File: config.mk
export PLATFORM = sky130hd
export DESIGN_NAME = mc_core_mk2_flat
export DESIGN_NICKNAME = d
export VERILOG_FILES = /design/src/rtl/mc_core_mk2_if.sv /design/src/rtl/mc_core_mk2.sv /design/src/flat_wrapper.sv
export SDC_FILE = /design/constraint.sdc
export NUM_CORES = 1
export LEC_CHECK = 0
export ABC_AREA = 1
export BUFFER_PORTS_ARGS = -buffer_cell sky130_fd_sc_hd__buf_4
export CORE_MARGIN = 5
export CORE_UTILIZATION = 45
export CTS_CLUSTER_SIZE = 14
export DETAILED_ROUTE_END_ITERATION = 6
export GPL_TIMING_DRIVEN = 0
export SLEW_MARGIN = 20
export SYNTH_ARGS = -nofsm -noshare
export SYNTH_HDL_FRONTEND = slang
export SYNTH_SLANG_ARGS = --single-unit
File: constraint.sdc
create_clock -name clk -period 3.9 [get_ports clk]
set_input_delay 0 -clock clk [delete_from_list [all_inputs] [get_ports clk]]
set_output_delay 0 -clock clk [all_outputs]
set_load 0.01 [all_outputs]
File: src/rtl/mc_core_mk2_if.sv
// Program loader port for mc_core_mk2: valid/ready word stream with a last-word marker.
interface mc_core_mk2_if #(
  parameter int unsigned DATA_W = 8
);
  localparam int unsigned IW = 4 + DATA_W;

  logic          prog_valid;
  logic          prog_ready;
  logic [IW-1:0] prog_data;
  logic          prog_last;

  modport master (output prog_valid, output prog_data, output prog_last, input prog_ready);
  modport slave  (input prog_valid, input prog_data, input prog_last, output prog_ready);
endinterface

File: src/rtl/mc_core_mk2.sv
// Multicycle accumulator core: streamed program load, FETCH/DECODE/EXECUTE, flags, OUT port, HALT.
// Optional single-step gating via macro MC_STEP_EN (adds the step port and a PAUSE state).
module mc_core_mk2 #(
  parameter int unsigned DATA_W     = 8,
  parameter int unsigned PMEM_DEPTH = 16,
  parameter int unsigned DMEM_DEPTH = 16
) (
  input  logic                          clk,
  input  logic                          rst,
`ifdef MC_STEP_EN
  input  logic                          step,
`endif
  mc_core_mk2_if.slave                  prog,
  output logic [DATA_W-1:0]             out_data,
  output logic                          out_valid,
  output logic                          halted,
  output logic [$clog2(PMEM_DEPTH)-1:0] pc_dbg
);
  localparam int unsigned IW   = 4 + DATA_W;
  localparam int unsigned PA_W = $clog2(PMEM_DEPTH);
  localparam int unsigned DA_W = $clog2(DMEM_DEPTH);

  localparam logic [3:0] OP_LDI  = 4'h1, OP_LD   = 4'h2, OP_ST  = 4'h3, OP_ADD = 4'h4;
  localparam logic [3:0] OP_SUB  = 4'h5, OP_AND  = 4'h6, OP_OR  = 4'h7, OP_XOR = 4'h8;
  localparam logic [3:0] OP_ADDI = 4'h9, OP_JMP  = 4'hA, OP_JZ  = 4'hB, OP_JC  = 4'hC;
  localparam logic [3:0] OP_SHR  = 4'hD, OP_OUT  = 4'hE, OP_HALT = 4'hF;

  typedef enum logic [2:0] {
    S_LOAD = 3'd0, S_FETCH = 3'd1, S_DECODE = 3'd2, S_EXECUTE = 3'd3, S_HALT = 3'd4, S_PAUSE = 3'd5
  } state_e;

  state_e              state_q, state_d;
  logic [PA_W-1:0]     load_addr_q, load_addr_d;
  logic [PA_W-1:0]     pc_q, pc_d;
  logic [DATA_W-1:0]   acc_q, acc_d;
  logic                z_q, z_d, c_q, c_d;
  logic [IW-1:0]       ir_q, ir_d;
  logic [DATA_W-1:0]   dr_q, dr_d;
  logic [DATA_W-1:0]   out_data_q, out_data_d;
  logic                out_valid_q, out_valid_d;
  logic                halted_q, halted_d;
  logic                pmem_we, dmem_we, acc_wr;

  logic [IW-1:0]       pmem_q [PMEM_DEPTH];
  logic [DATA_W-1:0]   dmem_q [DMEM_DEPTH];

  logic [3:0]          op_c;
  logic [DATA_W-1:0]   opnd_c;
  logic [DATA_W:0]     sum_c, diff_c;
  logic                handshake_c, load_done_c, step_go_c;

  assign op_c        = ir_q[IW-1:DATA_W];
  assign opnd_c      = ir_q[DATA_W-1:0];
  assign sum_c       = {1'b0, acc_q} + {1'b0, (op_c == OP_ADDI) ? opnd_c : dr_q};
  assign diff_c      = {1'b0, acc_q} - {1'b0, dr_q};
  assign prog.prog_ready = rst && (state_q == S_LOAD);
  assign handshake_c = prog.prog_valid && prog.prog_ready;
  assign load_done_c = handshake_c && (prog.prog_last || (load_addr_q == PA_W'(PMEM_DEPTH - 1)));
`ifdef MC_STEP_EN
  assign step_go_c   = step;
`else
  assign step_go_c   = 1'b1;
`endif

  assign out_data  = out_data_q;
  assign out_valid = out_valid_q;
  assign halted    = halted_q;
  assign pc_dbg    = pc_q;

  // State and datapath registers; reset overrides everything.
  always_ff @(posedge clk) begin
    if (!rst) begin
      state_q     <= S_LOAD;
      load_addr_q <= '0;
      pc_q        <= '0;
      acc_q       <= '0;
      z_q         <= 1'b0;
      c_q         <= 1'b0;
      ir_q        <= '0;
      dr_q        <= '0;
      out_data_q  <= '0;
      out_valid_q <= 1'b0;
      halted_q    <= 1'b0;
    end else begin
      state_q     <= state_d;
      load_addr_q <= load_addr_d;
      pc_q        <= pc_d;
      acc_q       <= acc_d;
      z_q         <= z_d;
      c_q         <= c_d;
      ir_q        <= ir_d;
      dr_q        <= dr_d;
      out_data_q  <= out_data_d;
      out_valid_q <= out_valid_d;
      halted_q    <= halted_d;
    end
  end

  // Memories survive reset; a write coinciding with reset is dropped.
  always_ff @(posedge clk) begin
    if (rst) begin
      if (pmem_we) pmem_q[load_addr_q] <= prog.prog_data;
      if (dmem_we) dmem_q[opnd_c[DA_W-1:0]] <= acc_q;
    end
  end

  // Next-state logic.
  always_comb begin
    state_d = state_q;
    unique case (state_q)
      S_LOAD:    if (load_done_c) state_d = S_FETCH;
      S_FETCH:   state_d = S_DECODE;
      S_DECODE:  state_d = S_EXECUTE;
      S_EXECUTE: begin
        if (op_c == OP_HALT) state_d = S_HALT;
        else if (step_go_c)  state_d = S_FETCH;
        else                 state_d = S_PAUSE;
      end
      S_HALT:    state_d = S_HALT;
      S_PAUSE:   if (step_go_c) state_d = S_FETCH;
      default:   state_d = S_LOAD;
    endcase
  end

  // Datapath and output logic.
  always_comb begin
    load_addr_d = load_addr_q;
    pc_d        = pc_q;
    acc_d       = acc_q;
    z_d         = z_q;
    c_d         = c_q;
    ir_d        = ir_q;
    dr_d        = dr_q;
    out_data_d  = out_data_q;
    out_valid_d = 1'b0;
    halted_d    = halted_q;
    pmem_we     = 1'b0;
    dmem_we     = 1'b0;
    acc_wr      = 1'b0;
    unique case (state_q)
      S_LOAD: begin
        if (handshake_c) begin
          pmem_we     = 1'b1;
          load_addr_d = load_addr_q + PA_W'(1);
        end
        if (load_done_c) begin
          load_addr_d = '0;
          pc_d        = '0;
          acc_d       = '0;
          z_d         = 1'b0;
          c_d         = 1'b0;
          ir_d        = '0;
          dr_d        = '0;
        end
      end
      S_FETCH:  ir_d = pmem_q[pc_q];
      S_DECODE: dr_d = dmem_q[opnd_c[DA_W-1:0]];
      S_EXECUTE: begin
        pc_d = pc_q + PA_W'(1);
        unique case (op_c)
          OP_LDI:  begin acc_d = opnd_c;          acc_wr = 1'b1; end
          OP_LD:   begin acc_d = dr_q;            acc_wr = 1'b1; end
          OP_ST:   dmem_we = 1'b1;
          OP_ADD, OP_ADDI: begin
            acc_d = sum_c[DATA_W-1:0]; c_d = sum_c[DATA_W]; acc_wr = 1'b1;
          end
          OP_SUB:  begin acc_d = diff_c[DATA_W-1:0]; c_d = diff_c[DATA_W]; acc_wr = 1'b1; end
          OP_AND:  begin acc_d = acc_q & dr_q; c_d = 1'b0; acc_wr = 1'b1; end
          OP_OR:   begin acc_d = acc_q | dr_q; c_d = 1'b0; acc_wr = 1'b1; end
          OP_XOR:  begin acc_d = acc_q ^ dr_q; c_d = 1'b0; acc_wr = 1'b1; end
          OP_JMP:  pc_d = opnd_c[PA_W-1:0];
          OP_JZ:   if (z_q) pc_d = opnd_c[PA_W-1:0];
          OP_JC:   if (c_q) pc_d = opnd_c[PA_W-1:0];
          OP_SHR:  begin acc_d = acc_q >> 1; c_d = acc_q[0]; acc_wr = 1'b1; end
          OP_OUT:  begin out_data_d = acc_q; out_valid_d = 1'b1; end
          OP_HALT: begin pc_d = pc_q; halted_d = 1'b1; end
          default: ;
        endcase
        if (acc_wr) z_d = (acc_d == '0);
      end
      default: ;
    endcase
  end
endmodule

File: src/flat_wrapper.sv
// flat-port wrapper written by rule: the top's interface ports become plain ports
module mc_core_mk2_flat 
#(
  parameter int unsigned DATA_W     = 8,
  parameter int unsigned PMEM_DEPTH = 16,
  parameter int unsigned DMEM_DEPTH = 16
)
  (clk, rst, out_data, out_valid, halted, pc_dbg, prog_prog_valid, prog_prog_data, prog_prog_last, prog_prog_ready);
  mc_core_mk2_if #(.DATA_W(DATA_W)) prog_i ();
  input  logic clk;
  input  logic rst;
  output logic [DATA_W-1:0] out_data;
  output logic out_valid;
  output logic halted;
  output logic [$clog2(PMEM_DEPTH)-1:0] pc_dbg;
  input wire logic [$bits(prog_i.prog_valid)-1:0] prog_prog_valid;
  input wire logic [$bits(prog_i.prog_data)-1:0] prog_prog_data;
  input wire logic [$bits(prog_i.prog_last)-1:0] prog_prog_last;
  output wire logic [$bits(prog_i.prog_ready)-1:0] prog_prog_ready;
  assign prog_i.prog_valid = prog_prog_valid;
  assign prog_i.prog_data = prog_prog_data;
  assign prog_i.prog_last = prog_prog_last;
  assign prog_prog_ready = prog_i.prog_ready;
  mc_core_mk2 #(.DATA_W(DATA_W), .PMEM_DEPTH(PMEM_DEPTH), .DMEM_DEPTH(DMEM_DEPTH)) u_core (.clk(clk), .rst(rst), .prog(prog_i), .out_data(out_data), .out_valid(out_valid), .halted(halted), .pc_dbg(pc_dbg));
endmodule
Word-level counts from Yosys, hierarchy flattened
Memory sizes are Yosys's and may differ from the RTL's. A register that Yosys moved wholly into a read port is not among the register bits.
Index checks and enable logic that the tools add are counted.
{ "op_classes": {"n_addsub": 4, "n_eq_ne": 25, "mux": 40, "bitwise_logic": 3, "n_reduce_logical": 23} }
{ "op_table": {"columns": ["operator", "n"], "rows": [
  ["8-bit one-hot mux with 8 select lines", 1],
  ["4-bit equality test, second input constant", 9],
  ["4-bit two-way mux", 9],
  ["8-bit one-hot mux with 2 select lines", 2],
  ["8-bit two-way mux", 3],
  ["12-bit one-hot mux with 2 select lines", 1],
  ["3-bit one-hot mux with 6 select lines", 1],
  ["4-bit by 3-bit equality test with 1-bit output, second input constant", 4],
  ["4-bit one-hot mux with 4 select lines", 1],
  ["1-bit two-way mux", 15],
  ["2-bit AND reduction", 7],
  ["12-bit two-way mux", 1],
  ["8-bit by 8-bit adder with 9-bit output", 1],
  ["3-bit AND reduction", 3],
  ["9-bit OR reduction", 1],
  ["8-bit by 8-bit subtractor with 9-bit output", 1],
  ["4-bit by 1-bit adder with 4-bit output, second input constant", 2],
  ["8-bit bitwise AND", 1],
  ["4-bit by 2-bit equality test with 1-bit output, second input constant", 2],
  ["8-bit logical NOT", 1],
  ["8-bit OR", 1],
  ["4-bit one-hot mux with 2 select lines", 1],
  ["2-bit nonzero test", 4],
  ["8-bit bitwise XOR", 1],
  ["15 further kinds", 22]
]} }
{ "totals": {"regBits": 51, "ram_bits": 320, "output_inout_bits": 15, "memories": 2} }
{ "mem_list": {"columns": ["name", "depth", "word_bits", "rd", "rd_clocked_by_memory_dff", "write_ports", "line", "rtl"], "rows": [
  ["u_core.pmem_q", 16, 12, 1, 1, 1, "mc_core_mk2.sv:44", "logic [IW-1:0] pmem_q [PMEM_DEPTH];"],
  ["u_core.dmem_q", 16, 8, 1, 1, 1, "mc_core_mk2.sv:45", "logic [DATA_W-1:0] dmem_q [DMEM_DEPTH];"]
]} }

Depth between registers and ports, before layout
{ "depth": {"depth_word": 8, "depth_mapped": 20} }

Worst setup path after synthesis
No wires, ideal clock.
{ "synth_path": {"kind": "register to register", "startpoint": "reg u_core.ir_q[11]", "endpoint": "reg u_core.z_q", "arrival_ns": 2.456, "required_ns": 3.833, "path_slack_ns": 1.377, "path_stages_with_launch": 18, "synth_period_minus_slack_ns": 2.523, "path_cell_list": "dfxtp_1 inv_2 nor2_4 nand2_2 o21ai_0 ha_1 inv_1 fa_1 nand3b_1 nand2_1 nand2_1 nand3_1 nand3_1 nor2_4 nand3_2 nor2_2 nand3_2 a21oi_2"} }
{ "synth_via": {"elab_chain_cells": 8, "elab_cells_between_ends": 22, "cone_classes": "add/sub (1); eq/ne (10); mux (7); reduce/logical (4)"} }
{ "synth_lines": {"columns": ["item", "line", "rtl"], "rows": [
  ["start, declared", "mc_core_mk2.sv:37", "logic [IW-1:0] ir_q, ir_d;"],
  ["start signal, assigned", "mc_core_mk2.sv:91", "ir_q <= ir_d;"],
  ["4-bit equality test", "mc_core_mk2.sv:54, mc_core_mk2.sv:160", null],
  ["8-bit two-way mux", "mc_core_mk2.sv:54", "assign sum_c = {1'b0, acc_q} + {1'b0, (op_c == OP_ADDI) ? opnd_c : dr_q};"],
  ["8-bit by 8-bit adder with 9-bit output", "mc_core_mk2.sv:54", null],
  ["8-bit one-hot mux with 8 select lines", "mc_core_mk2.sv:160", "unique case (op_c)"],
  ["8-bit two-way mux", "mc_core_mk2.sv:140", "unique case (state_q)"],
  ["8-bit logical NOT", "mc_core_mk2.sv:179", "if (acc_wr) z_d = (acc_d == '0);"],
  ["1-bit two-way mux", "mc_core_mk2.sv:179", null],
  ["1-bit one-hot mux with 2 select lines", "mc_core_mk2.sv:140", null],
  ["end signal, assigned", "mc_core_mk2.sv:89", "z_q <= z_d;"],
  ["end, declared", "mc_core_mk2.sv:36", "logic z_q, z_d, c_q, c_d;"]
]} }
Several ways; a longest one is shown, not always the timed one. The select of a mux whose other input is x is not followed.
A chain may end at the register's enable or synchronous reset.

Worst setup path after layout
{ "layout_path": {"startpoint": "reg u_core.acc_q[1]", "endpoint": "reg u_core.z_q"} }
{ "layout_via": {"elab_chain_cells": 6, "elab_cells_between_ends": 10, "cone_classes": "add/sub (2); mux (4); bitwise (3); reduce/logical (1)"} }
{ "layout_lines": {"columns": ["item", "line", "rtl"], "rows": [
  ["start, declared", "mc_core_mk2.sv:35", "logic [DATA_W-1:0] acc_q, acc_d;"],
  ["start signal, assigned", "mc_core_mk2.sv:76", "acc_q <= '0;"],
  ["start signal, assigned", "mc_core_mk2.sv:88", "acc_q <= acc_d;"],
  ["8-bit by 8-bit subtractor with 9-bit output (tied with other cells)", "mc_core_mk2.sv:55", "assign diff_c = {1'b0, acc_q} - {1'b0, dr_q};"],
  ["8-bit one-hot mux with 8 select lines *", "mc_core_mk2.sv:160", null],
  ["8-bit two-way mux *", "mc_core_mk2.sv:140", null],
  ["8-bit logical NOT *", "mc_core_mk2.sv:179", null],
  ["1-bit two-way mux *", "mc_core_mk2.sv:179", null],
  ["1-bit one-hot mux with 2 select lines *", "mc_core_mk2.sv:140", null]
]} }
Mark *: on every way between the ends. The rest lies on a longest branch, timed or not. The select of a mux whose other input is x is not followed.

==> impl_metrics.ini <==
[critical_path]
critPathKind = reg2reg
crit_path_max_incr_delay_ns = 1.06
reg2reg_to = u_core.z_q
cp_slowest_cell = dfxtp_1
cp.required_ns = 4.37
endpoint_kind = flop
r2r_slack_ns = 0.65
worst_path_dominant_cell_family = flip-flops
critical_path_arrival_ns = 3.72
worstSetupPathDepth = 12
regToRegStartpoint = u_core.acc_q[1]
worst_r2r_path_depth = 12
crit_chain = inv_1, fa_1, nand3b_1, nand2_1, nand2_1, nand3_1, nand3_1, nor2_4, nand3_2, nor2_2, nand3_2, a21oi_2
setup.worst_path.start_class = flop
count_of_buffer_and_inverter_cells_on_the_critical_path = 1
timing.critical_path.fanout_max = 22

[finish]
fill_cells = 3132
areaGrowthSynthToFinish_pct = 14.15
final-seq-area_um2 = 10790
num_antenna_cells = 0
multiInputGateArea_um2 = 5082
final_nets = 1645
share_of_post_route_cells_with_drive_strength_above_1_pct = 9.338

[cts]
postCtsSetupRepairBufs = 0
cts_tree = built
htree_num_levels = 2
clock_tree.root_cell = clkbuf_16
cts.hold.buffers_added = 16
clock_pin_slew_on_the_worst_setup_and_hold_paths_ns = 0.06
clock_latency_ns = 0.54
number_of_buffers_created_by_cts = 40
number_of_clock_sinks = 379
post_cts.resized_instances = 0
ctsLongestPathBuffers = 3

[sta]
setup_tns_ns = 0
timing.final.setup_violations = 0
worst_clock_skew_on_the_final_layout_ns = 0.02566
achievable-frequency_ghz = 0.3080
max_slew.worst_pin.slew_ns = 1.126
rsz0062_at_grt = no
min_period_ns = 3.247
maxSlewViolCount = 0
fin_crit_sh_pct = 83.25
finalWorstSetupSlack_ns = 0.6534
final-hold-violation-count = 0
worst_slew_margin_rel_pct = 24.81

[detailed_routing]
remaining_drc_errors = 0
route.vias.total = 11990
ant_nets = 0
dr.first_iter.drc_count = 1228
routed_wire_length_per_instance_um = 22.01
routed_wl_mm = 45.89
drt-pass1-iter-count = 5
vias_per_cell = 5.752

[hold_path]
min_path_cells = 4
timing.hold.worst.class = in2reg
hold_end = u_core.out_data[7]
min_from = rst

[global_route]
grt_pass1_wl_mm = 69.70
grt_antenna_before_repair = 0
grt_pass1_vias = 11580
grt.total_usage_pct = 22.25
grt_max_degree = 23
global_route.overflow_total = 0

[die]
rows = 70
core_area_um2 = 36350
initial_utilization_pct = 45.18
die_area_um2 = 40420
top_level_ports = 31
die_width_um = 201.0
chipHeight_um = 201.0

[placement]
post-dp-hpwl_mm = 31.32
dp_worst_setup_slack_ns = 0.6954
finalWeightedCongestion = 0.9397
buffer_ports.inserted = 30

[logic_synthesis]
yosys_warnings = 0
share_of_flip_flops_with_an_asynchronous_set_or_reset_pct = 0
syn_inst = 1499
synth_edf_count = 320
number_of_unique_standard_cell_types_used_by_synthesis = 40
synthFlopType = edfxtp_1
syn_nets = 1554
syn_area_per_cell_um2 = 10.96
synth.ff_latch_count = 379
synth_sequential_area_ratio_pct = 65.70
syn_area_um2 = 16420

[power]
power.ir.vdd_worst_uv = 363.4
cellLeakagePower_nw = 6.528
cellPowerDensity_nw_per_um2 = 505.1

[run]
drv_cap = 0

[outcome]
status = complete, no violations
[worst max-delay path by stage]
stage	start	end	slack [ns]
floorplan	u_core.ir_q[11]	u_core.z_q	1.38
finish	u_core.acc_q[1]	u_core.z_q	0.65
global route	u_core.acc_q[1]	u_core.z_q	0.49
CTS	u_core.acc_q[1]	u_core.z_q	0.72
detailed placement	u_core.acc_q[1]	u_core.z_q	0.70
global placement	u_core.acc_q[1]	u_core.z_q	0.72
[stage by stage]
step                      power (mW)  instance area (um^2)  std cells  utilization [%]  hold slack, ns
after floorplan                5.365                 16420       1499                -         0.09887
after global placement         5.757                 17230       1997            47.41          0.2926
after detailed placement       5.776                 17310       2000            47.62          0.2841
after CTS                      9.499                 18750       2085            51.58          0.2824
after global routing           9.840                 18750       2085            51.58          0.3145
final                          9.469                 18750       2085            51.58          0.2951
[logic make-up after synthesis]
| family | synth area share (%) |
|---|---|
| flops | 65.70 |
| fa+ha+maj | 3.063 |
| buf+inv | 3.596 |
| xor+xnor | 0.2667 |
| simple gates | 14.12 |
| compound gates | 13.26 |
[state kept, by name (all words and copies together), names as in the netlist, 4 cells and up, named ones only]
| name | count |
|---|---|
| u_core.load_addr_q | 4 |
| u_core.dr_q | 8 |
| u_core.out_data | 8 |
| u_core.pmem_q | 192 |
| u_core.ir_q | 12 |
| u_core.acc_q | 8 |
| u_core.pc_dbg | 4 |
| u_core.dmem_q | 128 |
[final cells by class]
class                      count  share of cell area [%]
inverter                      81                   1.622
multi-input combinational    969                   27.11
clock buffer                  49                   5.626
sequential                   379                   57.56
timing repair buffer          49                   2.236
tap                          468                   3.124
clock inverter                20                   1.195
buffer                        70                   1.528
[worst register-to-register path, stage by stage, from the launching register on]
cell and delay, ns:
dfxtp_1 1.06, inv_1 0.43, fa_1 0.55, nand3b_1 0.19, nand2_1 0.10, nand2_1 0.05
nand3_1 0.12, nand3_1 0.16, nor2_4 0.13, nand3_2 0.08, nor2_2 0.12, nand3_2 0.08
a21oi_2 0.12
[cell usage after synthesis (all sizes together), types with 2 or more instances]
| cell | n | area [um^2] |
|---|---|---|
| edfxtp | 320 | 9609 |
| o21a | 2 | 15.01 |
| nor3 | 6 | 35.03 |
| dfxtp | 59 | 1181 |
| clkinv | 2 | 7.510 |
| o22ai | 34 | 212.7 |
| fa | 2 | 40.04 |
| o211ai | 29 | 217.7 |
| xnor2 | 3 | 26.28 |
| o21bai | 2 | 15.01 |
| inv | 79 | 296.5 |
| buf | 9 | 57.56 |
| a21oi | 53 | 269.0 |
| xor2 | 2 | 17.52 |
| o221ai | 54 | 473.0 |
| nand3b | 6 | 45.04 |
| nand2 | 216 | 830.8 |
| clkbuf | 61 | 229.0 |
| ha | 37 | 462.9 |
| nand3 | 62 | 325.3 |
| o21ai | 189 | 945.9 |
| nand4 | 4 | 25.02 |
| nor2 | 261 | 1032 |
[where the power goes]
part	internal [mW]	switching (mW)	leakage, nW	total (mW)
sequential	4.45	0.0858	3.43	4.53
combinational	0.358	0.834	2.47	1.19
clock	2.20	1.55	0.630	3.74
[metal layers]
layer  part of all wire (%)  routed length (um)  track usage [%]
met1                     44               20350            33.02
met4                    2.4                1088            5.506
met3                    7.9                3622            3.473
met2                     45               20820            34.64
met5                      0                   0                0
[placed cells by master, fill, tap and decap left out, drive strengths merged, types with 29 or more instances in the layout]
cell and count:
dfxtp 59, o22ai 34, nand2 216, o221ai 54
clkbuf 110, inv 82, o21ai 189, a21oi 53
nor2 261, edfxtp 320, o211ai 29, ha 37
buf 42, nand3 62
(Power assumes the default switching activity.)
